[src/rtl/ddr_capture_wr_ctrl.sv]
// Read-side sequencer for the prefetch capture FIFO: drains 256-bit words and
// packs them into bounded DDR write bursts inside a circular capture region.
//
// state  | meaning
// IDLE   | waiting for start, wr_ptr retained between frames
// CMD    | computing / presenting the next burst command
// DATA   | streaming beats of the accepted burst
// DONE   | one-cycle frame-end pulse, then back to IDLE
module ddr_capture_wr_ctrl #(
  parameter int DATA_WIDTH    = 256,
  parameter int ADDR_WIDTH    = 28,
  parameter int ADDR_PER_WORD = 8,
  parameter int BURST_LEN     = 16,
  parameter int LEN_WIDTH     = 20
) (
  input  logic                  rd_clk,
  input  logic                  rd_rst,
  input  logic                  start,
  input  logic                  abort,
  input  logic [ADDR_WIDTH-1:0] cfg_base,
  input  logic [LEN_WIDTH-1:0]  cfg_region_words,
  input  logic [LEN_WIDTH-1:0]  cfg_frame_words,
  input  logic                  fifo_rd_vld,
  input  logic [DATA_WIDTH-1:0] fifo_rd_data,
  output logic                  fifo_rd_en,
  output logic                  cmd_valid,
  input  logic                  cmd_ready,
  output logic [ADDR_WIDTH-1:0] cmd_addr,
  output logic [8:0]            cmd_len,
  output logic                  wd_valid,
  input  logic                  wd_ready,
  output logic [DATA_WIDTH-1:0] wd_data,
  output logic                  wd_last,
  output logic                  busy,
  output logic                  done,
  output logic                  aborted,
  output logic [LEN_WIDTH-1:0]  wr_ptr,
  output logic [LEN_WIDTH-1:0]  words_done
);

  localparam logic [1:0] S_IDLE = 2'd0;
  localparam logic [1:0] S_CMD  = 2'd1;
  localparam logic [1:0] S_DATA = 2'd2;
  localparam logic [1:0] S_DONE = 2'd3;

  localparam logic [LEN_WIDTH-1:0] ONE_W   = LEN_WIDTH'(1);
  localparam logic [LEN_WIDTH-1:0] BURST_W = LEN_WIDTH'(BURST_LEN);

  logic [1:0]            state;
  logic [ADDR_WIDTH-1:0] base_q;
  logic [LEN_WIDTH-1:0]  region_q;
  logic [LEN_WIDTH-1:0]  remaining;
  logic [8:0]            beat;
  logic                  abort_pend;

  logic [LEN_WIDTH-1:0]  space;
  logic [LEN_WIDTH-1:0]  len_calc;
  logic [LEN_WIDTH-1:0]  len_ext;
  logic [LEN_WIDTH-1:0]  ptr_sum;
  logic [LEN_WIDTH-1:0]  ptr_next;
  logic [LEN_WIDTH-1:0]  rem_next;
  logic [ADDR_WIDTH-1:0] addr_calc;
  logic                  beat_acc;
  logic                  last_beat;
  logic                  abort_now;

  // Burst sizing: never past the frame end, the burst limit or the region end.
  always_comb begin
    space    = region_q - wr_ptr;
    len_calc = BURST_W;
    if (remaining < len_calc) len_calc = remaining;
    if (space < len_calc)     len_calc = space;
    len_ext   = LEN_WIDTH'(cmd_len);
    ptr_sum   = wr_ptr + len_ext;
    ptr_next  = (ptr_sum == region_q) ? '0 : ptr_sum;
    rem_next  = remaining - len_ext;
    addr_calc = base_q + ADDR_WIDTH'(wr_ptr) * ADDR_WIDTH'(ADDR_PER_WORD);
  end

  // The FIFO is popped only on a DDR accept, so the beat stream is the FIFO order.
  assign wd_valid   = (state == S_DATA) && fifo_rd_vld;
  assign fifo_rd_en = wd_valid && wd_ready;
  assign wd_last    = (state == S_DATA) && (beat == cmd_len - 9'd1);
  assign wd_data    = fifo_rd_data;
  assign beat_acc   = fifo_rd_en;
  assign last_beat  = beat_acc && wd_last;
  assign abort_now  = abort || abort_pend;

  // Frame sequencing, burst issue and pointer/count bookkeeping.
  always_ff @(posedge rd_clk) begin
    if (rd_rst) begin
      state      <= S_IDLE;
      base_q     <= '0;
      region_q   <= '0;
      remaining  <= '0;
      beat       <= '0;
      abort_pend <= 1'b0;
      cmd_valid  <= 1'b0;
      cmd_addr   <= '0;
      cmd_len    <= '0;
      busy       <= 1'b0;
      done       <= 1'b0;
      aborted    <= 1'b0;
      wr_ptr     <= '0;
      words_done <= '0;
    end else begin
      done <= 1'b0;
      case (state)
        S_IDLE: begin
          if (start) begin
            base_q     <= cfg_base;
            region_q   <= cfg_region_words;
            remaining  <= cfg_frame_words;
            words_done <= '0;
            aborted    <= 1'b0;
            abort_pend <= 1'b0;
            if (wr_ptr >= cfg_region_words) wr_ptr <= '0;
            busy  <= 1'b1;
            state <= S_CMD;
          end
        end
        S_CMD: begin
          // An accepted command cannot be withdrawn, so acceptance beats abort.
          if (cmd_valid && cmd_ready) begin
            cmd_valid <= 1'b0;
            beat      <= '0;
            state     <= S_DATA;
          end else if (abort) begin
            cmd_valid <= 1'b0;
            aborted   <= 1'b1;
            done      <= 1'b1;
            state     <= S_DONE;
          end else if (!cmd_valid) begin
            cmd_valid <= 1'b1;
            cmd_addr  <= addr_calc;
            cmd_len   <= 9'(len_calc);
          end
        end
        S_DATA: begin
          if (abort) abort_pend <= 1'b1;
          if (beat_acc) begin
            words_done <= words_done + ONE_W;
            beat       <= beat + 9'd1;
          end
          if (last_beat) begin
            remaining <= rem_next;
            wr_ptr    <= ptr_next;
            beat      <= '0;
            if ((rem_next == '0) || abort_now) begin
              aborted <= abort_now;
              done    <= 1'b1;
              state   <= S_DONE;
            end else begin
              state <= S_CMD;
            end
          end
        end
        default: begin
          busy  <= 1'b0;
          state <= S_IDLE;
        end
      endcase
    end
  end

endmodule

[config.mk]
export PLATFORM = sky130hd
export DESIGN_NAME = ddr_capture_wr_ctrl
export DESIGN_NICKNAME = d
export VERILOG_FILES = /design/src/rtl/ddr_capture_wr_ctrl.sv
export SDC_FILE = /design/constraint.sdc
export NUM_CORES = 1
export LEC_CHECK = 0
export BUFFER_PORTS_ARGS = -buffer_cell sky130_fd_sc_hd__buf_2
export CORE_AREA = 2 2 262 264
export DETAILED_ROUTE_END_ITERATION = 10
export DIE_AREA = 0 0 264 266
export PLACE_DENSITY_LB_ADDON = 0.15
export SLEW_MARGIN = 10
export SYNTH_ARGS = -nofsm -noshare
export SYNTH_HDL_FRONTEND = slang
export SYNTH_SLANG_ARGS = --single-unit
[constraint.sdc]
create_clock -name rd_clk -period 6.1 [get_ports rd_clk]
set_input_delay 1.525 -clock rd_clk [delete_from_list [all_inputs] [get_ports rd_clk]]
set_output_delay 1.525 -clock rd_clk [all_outputs]
set_load 0.02 [all_outputs]
# Yosys cells after proc, flatten, opt, wreduce, memory -nomap -nowiden
# Index checks and enable logic that the tools add are counted.
[word_totals]
ff_bits = 161
input_bits = 331
output_inout_bits = 340
wordCells = 105
[classes]
addsub = 7
magnitude_cmp = 3
n_eq_ne = 15
mux = 39
n_bitwise = 4
reduce_logical = 23
[ops]
columns = ["operator", "n"]
rows = [
  ["2-to-1 mux 20 bit", 9],
  ["case mux 20 bit (2 select lines)", 3],
  ["2-to-1 mux 9 bit", 4],
  ["adder 28 x 23 -> 28 bit", 1],
  ["adder 20 x 1 -> 20 bit (second input constant)", 1],
  ["adder 20 x 9 -> 20 bit", 1],
  ["== test 20 bit", 1],
  [">= comparator 20 bit", 1],
  ["logical NOT 20 bit", 1],
  ["< comparator 20 bit", 1],
  ["< comparator 20 x 5 -> 1 bit (second input constant)", 1],
  ["subtractor 20 bit", 1],
  ["subtractor 20 x 9 -> 20 bit", 1],
  ["case mux 9 bit (2 select lines)", 1],
  ["!= test 2 bit (second input constant)", 8],
  ["AND reduction 3 bit", 5],
  ["2-to-1 mux 1 bit", 12],
  ["2-to-1 mux 2 bit", 5],
  ["adder 9 x 1 -> 9 bit (second input constant)", 1],
  ["== test 9 bit", 1],
  ["subtractor 9 x 1 -> 9 bit (second input constant)", 1],
  ["AND reduction 4 bit", 2],
  ["!= test 3 bit (second input constant)", 2],
  ["case mux 1 bit (2 select lines)", 3],
  ["14 further kinds", 24],
]

# Longest topological paths before layout
[logic_depth]
word_depth = 6
depth_mapped = 23

# Least setup slack after synthesis
# Ideal clock, no wire load.
[synth_path]
kind = "flip-flop to flip-flop"
startpoint = "register wr_ptr[1]"
endpoint = "register cmd_len[4]"
setup_time_ns = 0.127
arrival_time_ns = 4.248
setup_slack_ns = 1.725
path_stages_with_launch = 22
n_path_buf = 0
synth_period_minus_slack_ns = 4.375
cell_sequence = "dfxtp_1 -> inv_1 -> fa_1 -> a21o_1 -> a21oi_1 -> o21ai_0 -> a21oi_1 -> o21ai_0 -> o21a_1 -> nor2_1 -> xnor2_1 -> ha_1 -> a21o_1 -> a21o_1 -> a21o_1 -> a21oi_1 -> nor2b_1 -> o21ai_0 -> nand2b_1 -> a221oi_2 -> mux2i_1 -> o31ai_1"
[synth_between]
elab_chain_cells = 3
[synth_lines]
columns = ["item", "line", "source"]
rows = [
  ["from (decl)", "37", "output logic [LEN_WIDTH-1:0] wr_ptr,"],
  ["from (signal assigned)", "147", "wr_ptr <= ptr_next;"],
  ["subtractor 20 bit (*)", "69", "space = region_q - wr_ptr;"],
  ["< comparator 20 bit", "72", "if (space < len_calc) len_calc = space;"],
  ["2-to-1 mux 9 bit (*)", "72", ""],
  ["to (signal assigned)", "136", "cmd_len <= 9'(len_calc);"],
  ["to (decl)", "29", "output logic [8:0] cmd_len,"],
]
# Every way passes the cells marked *; elsewhere a longest branch is shown, timed or not.
# A chain may end at the register's enable or synchronous reset.

# Worst setup path in the final report
# Ends and elaborated chain as after synthesis.

==> summary.md <==
| Metric | Value |
|---|---|
| Status | finished clean |
| Hold Path Class | reg2reg |
| Hold endpoint | cmd_addr[5] |
| PnR Total Power | around 5.0 mW |
| Worst VDD drop | 166 µV |
| Final hold vios | 0 |
| Clock transition at the registers of the reported paths | 70 ps |
| FF-to-FF setup slack | about 1100 ps |
| Synth Warn # | 0 |
| Grt total ovfl | 0 |
| Setup Fix Bufs, Post-CTS | 0 |
| Syn_area_per_cell | between 7 and 8 µm² |
| Hold Crit Depth | 2 |
| Clock share of power | 0.234 |
| PwrDens | 367 mW/mm² |
| Post-synth EDFFs | 0 |
| Placed wire-length estimate | around 37 mm |
| GPL Wtd Cong | 0.790 |
| Die Ht | between 200 and 300 µm |
| Comb pwr share | 0.487 |
| Routed WL per cell | approximately 19 µm |
| DRT Wirelength | about 48 mm |
| Non-Filler Instances | around 2500 |
| I/O pins | 671 |
| Pins over their slew limit | 0 |
| Setup Skew | between 15 and 20 ps |
| DRT antenna net count | 0 |
| Clock Path Buffers | 2 |
| Arrival time at the worst endpoint | approximately 5400 ps |
| PortBufs | 158 |
| Commonest cells after routing, fill and taps aside | nand2_1, a21oi_1, dfxtp_1 |
| WP data required | roughly 6500 ps |
| Worst Max-Slew Pin Slew | 817 ps |
| Hold Crit Start | cmd_addr[5] |
| Max frequency | 199 MHz |
| Sequential area share after synthesis | 0.245 |
| CTS Hold Bufs | 0 |
| CTS Buf Count | 17 |
| Post-synth cell types | 78 |
| H-tree depth | 4 |
| Post-Syn Area | between 0.01 and 0.015 mm² |
| CP dominant cell by count | a21o_1 |
| CTS resizes | 0 |
| Tcrit/Tclk final | 0.824 |
| Psw | between 2 and 2.5 mW |
| Sw Share | 0.452 |
| # rows | 96 |
| Area contributors post-synth | dfxtp_1, buf_4, ha_1, a21oi_1, nand2_1 |
| Most common cell after layout, fill and taps aside | nand2_1 |
| Largest net degree at the start of global routing | between 50 and 60 |
| Global-route usage over all layers | 0.138 |
| CTS sink cnt | between 150 and 200 |
| CP max FO | 8 |
| First-pass DRT Iterations | 5 |
| #FFs+latches synth | between 150 and 200 |
| Reg-to-reg startpoint | wr_ptr[1] |
| Placed insts | roughly 2500 |
| Main flop type after synthesis | dfxtp_1 |
| Tmin final | a little over 5000 ps |
| Crit path launch type | flop |
| Worst slew margin | 0.441 |
| Nets | 2058 |
| DRC | 0 |
| Crit Path Category | reg2reg |
| FF-to-FF End | cmd_len[4] |
| First-pass GRT wire length | about 72 mm |
| Vias in the first global route | about 11000 |
| R2R depth | 21 |
| Initial antenna violation count | 1 |
| Die area | 0.0702 mm² |
| RSZ-0062 raised after global routing | no |
| Post-synthesis cell count | ~1700 |
| CORE AREA | 0.0677 mm² |
| Post-synthesis async set-or-reset flop share | 0 |
| Initial DRC count | 586 |
| Vias per inst | between 4 and 5 |
| Yosys top cell by area | dfxtp_1 |
| Max_cap viols | 0 |
| Initial core utilization | 0.194 |
| CP Capture Type | flop |
| Share of layout cells above drive strength 1 | 0.140 |
| Clk_lat worst skew | slightly below 500 ps |
| Die Wd | 264 µm |
| Cell Chain, Critical Path | inv_1 > fa_1 > a21o_1 > a21oi_1 > o21ai_0 > a21oi_1 > o21ai_0 > o21a_1 > nor2_1 > xnor2_1 > ha_1 > a21o_1 > a21o_1 > a21o_1 > a21oi_1 > nor2b_1 > o21ai_0 > nand2b_1 > a221oi_2 > mux2i_1 > o31ai_1 |
| CTS tree | built |
| Area fraction of the dominant cell type after synthesis | 0.245 |
| CP peak stage delay | 680 ps |
| Vias | ~11000 |
| Area Overhead vs Synth | 4.14% |
| Slowest cell on crit path | a221oi_2 |
| Sequential power share | 0.279 |
| Number of antenna diodes | 0 |
| Leakage dissipation | 5.57 nW |
| Final setup vio count | 0 |
| Clock Root Buffer | clkbuf_16 |
| Setup TNS | 0 ps |
| Pint | roughly 2.8 mW |
==> Yosys cell counts, types with 4 or more instances <==
cell and count:
xnor2_1 65, o21bai_1 7, buf_2 5, nor4_1 17, nand2b_1 13, a211oi_1 18, or4_1 6, a21oi_1 168
mux2i_1 14, a31oi_1 19, o211ai_1 8, buf_4 256, nand4_1 19, xor2_1 36, nor2_1 115, and3_1 16
dfxtp_1 161, and4_1 6, and2_1 12, nand2_1 212, a2111oi_0 5, o21ai_0 57, a211o_1 4, a32o_1 4
o21a_1 24, inv_1 78, nor2b_1 19, or3_1 14, ha_1 103, nand3_1 38, nor3_1 45, o31ai_1 9
a21o_1 23, clkbuf_1 50, fa_1 4, o2111ai_1 5, or2_2 7
==> cells by family after synthesis <==
kind of cell / share of synthesized area
simple gates: 0.200
buf+inv: 0.186
compound gates: 0.185
flops: 0.245
fa+ha+maj: 0.104
xor+xnor: 0.0689
mux: 0.0106
other cells: 0.000285
==> sequential cells by signal, summed over array words and instances (netlist names), 9 cells and up <==
| signal | flops |
|---|---|
| region_q | 20 |
| cmd_len | 9 |
| wr_ptr | 20 |
| words_done | 20 |
| base_q | 28 |
| cmd_addr | 28 |
| remaining | 20 |
| beat | 9 |
==> how the worst max path moves through the flow <==
stage / from / slack [ps] / endpoint
6_report: wr_ptr[1] / 1070 / cmd_len[4]
5_1_grt: wr_ptr[1] / 560 / cmd_len[4]
4_1_cts: wr_ptr[1] / 1060 / cmd_len[4]
3_5_place_dp: wr_ptr[1] / 1110 / cmd_len[4]
3_3_place_gp: wr_ptr[1] / 1090 / cmd_len[4]
2_1_floorplan: wr_ptr[1] / 1720 / cmd_len[4]
==> layer usage <==
layer	track usage	part of all wire	vias up
met4	0.0561	0.029	2
met5	0.00416	0.00091	-
li1	-	-	5502
met3	0.0400	0.057	111
met1	0.170	0.45	5133
met2	0.225	0.46	364
==> metrics by stage <==
| stage | hold slack (ps) | area (µm²) | setup slack [ps] | utilization |
|---|---|---|---|---|
| after floorplan | 432 | 13200 | 1720 | - |
| after global placement | 443 | 13100 | 1090 | 0.194 |
| after detailed placement | 440 | 13100 | 1110 | 0.194 |
| after CTS | 450 | 13700 | 1060 | 0.202 |
| after global routing | 468 | 13700 | 559 | 0.202 |
| final | 448 | 13700 | 1070 | 0.202 |
==> critical path: cells and delay by family (launching register included) <==
kind / cells / cell delay, ps
simple gates: 3 / 290
flops: 1 / 490
xor+xnor: 1 / 90
compound gates: 13 / 2910
fa+ha+maj: 2 / 680
mux: 1 / 270
buf+inv: 1 / 170
==> area by class of cell <==
| class | instances | area, µm² |
|---|---|---|
| flip-flops and latches | 161 | 3220 |
| fillers | 7721 | 54000 |
| repair buffers | 177 | 936 |
| clock inverters | 11 | 154 |
| multi-input cells | 1185 | 7560 |
| inverters | 78 | 293 |
| well taps | 882 | 1100 |
| clock buffers | 21 | 440 |
==> power by group through the flow <==
stage          clock (mW)  combinational, mW  sequential (mW)
2_1_floorplan           0               1.99             1.38
3_3_place_gp            0               2.48             1.43
3_5_place_dp            0               2.47             1.43
4_1_cts              1.24               2.48             1.41
5_1_grt              1.27               2.77             1.43
6_report             1.18               2.45             1.40
Note: power is estimated with default switching activity, not from simulation.
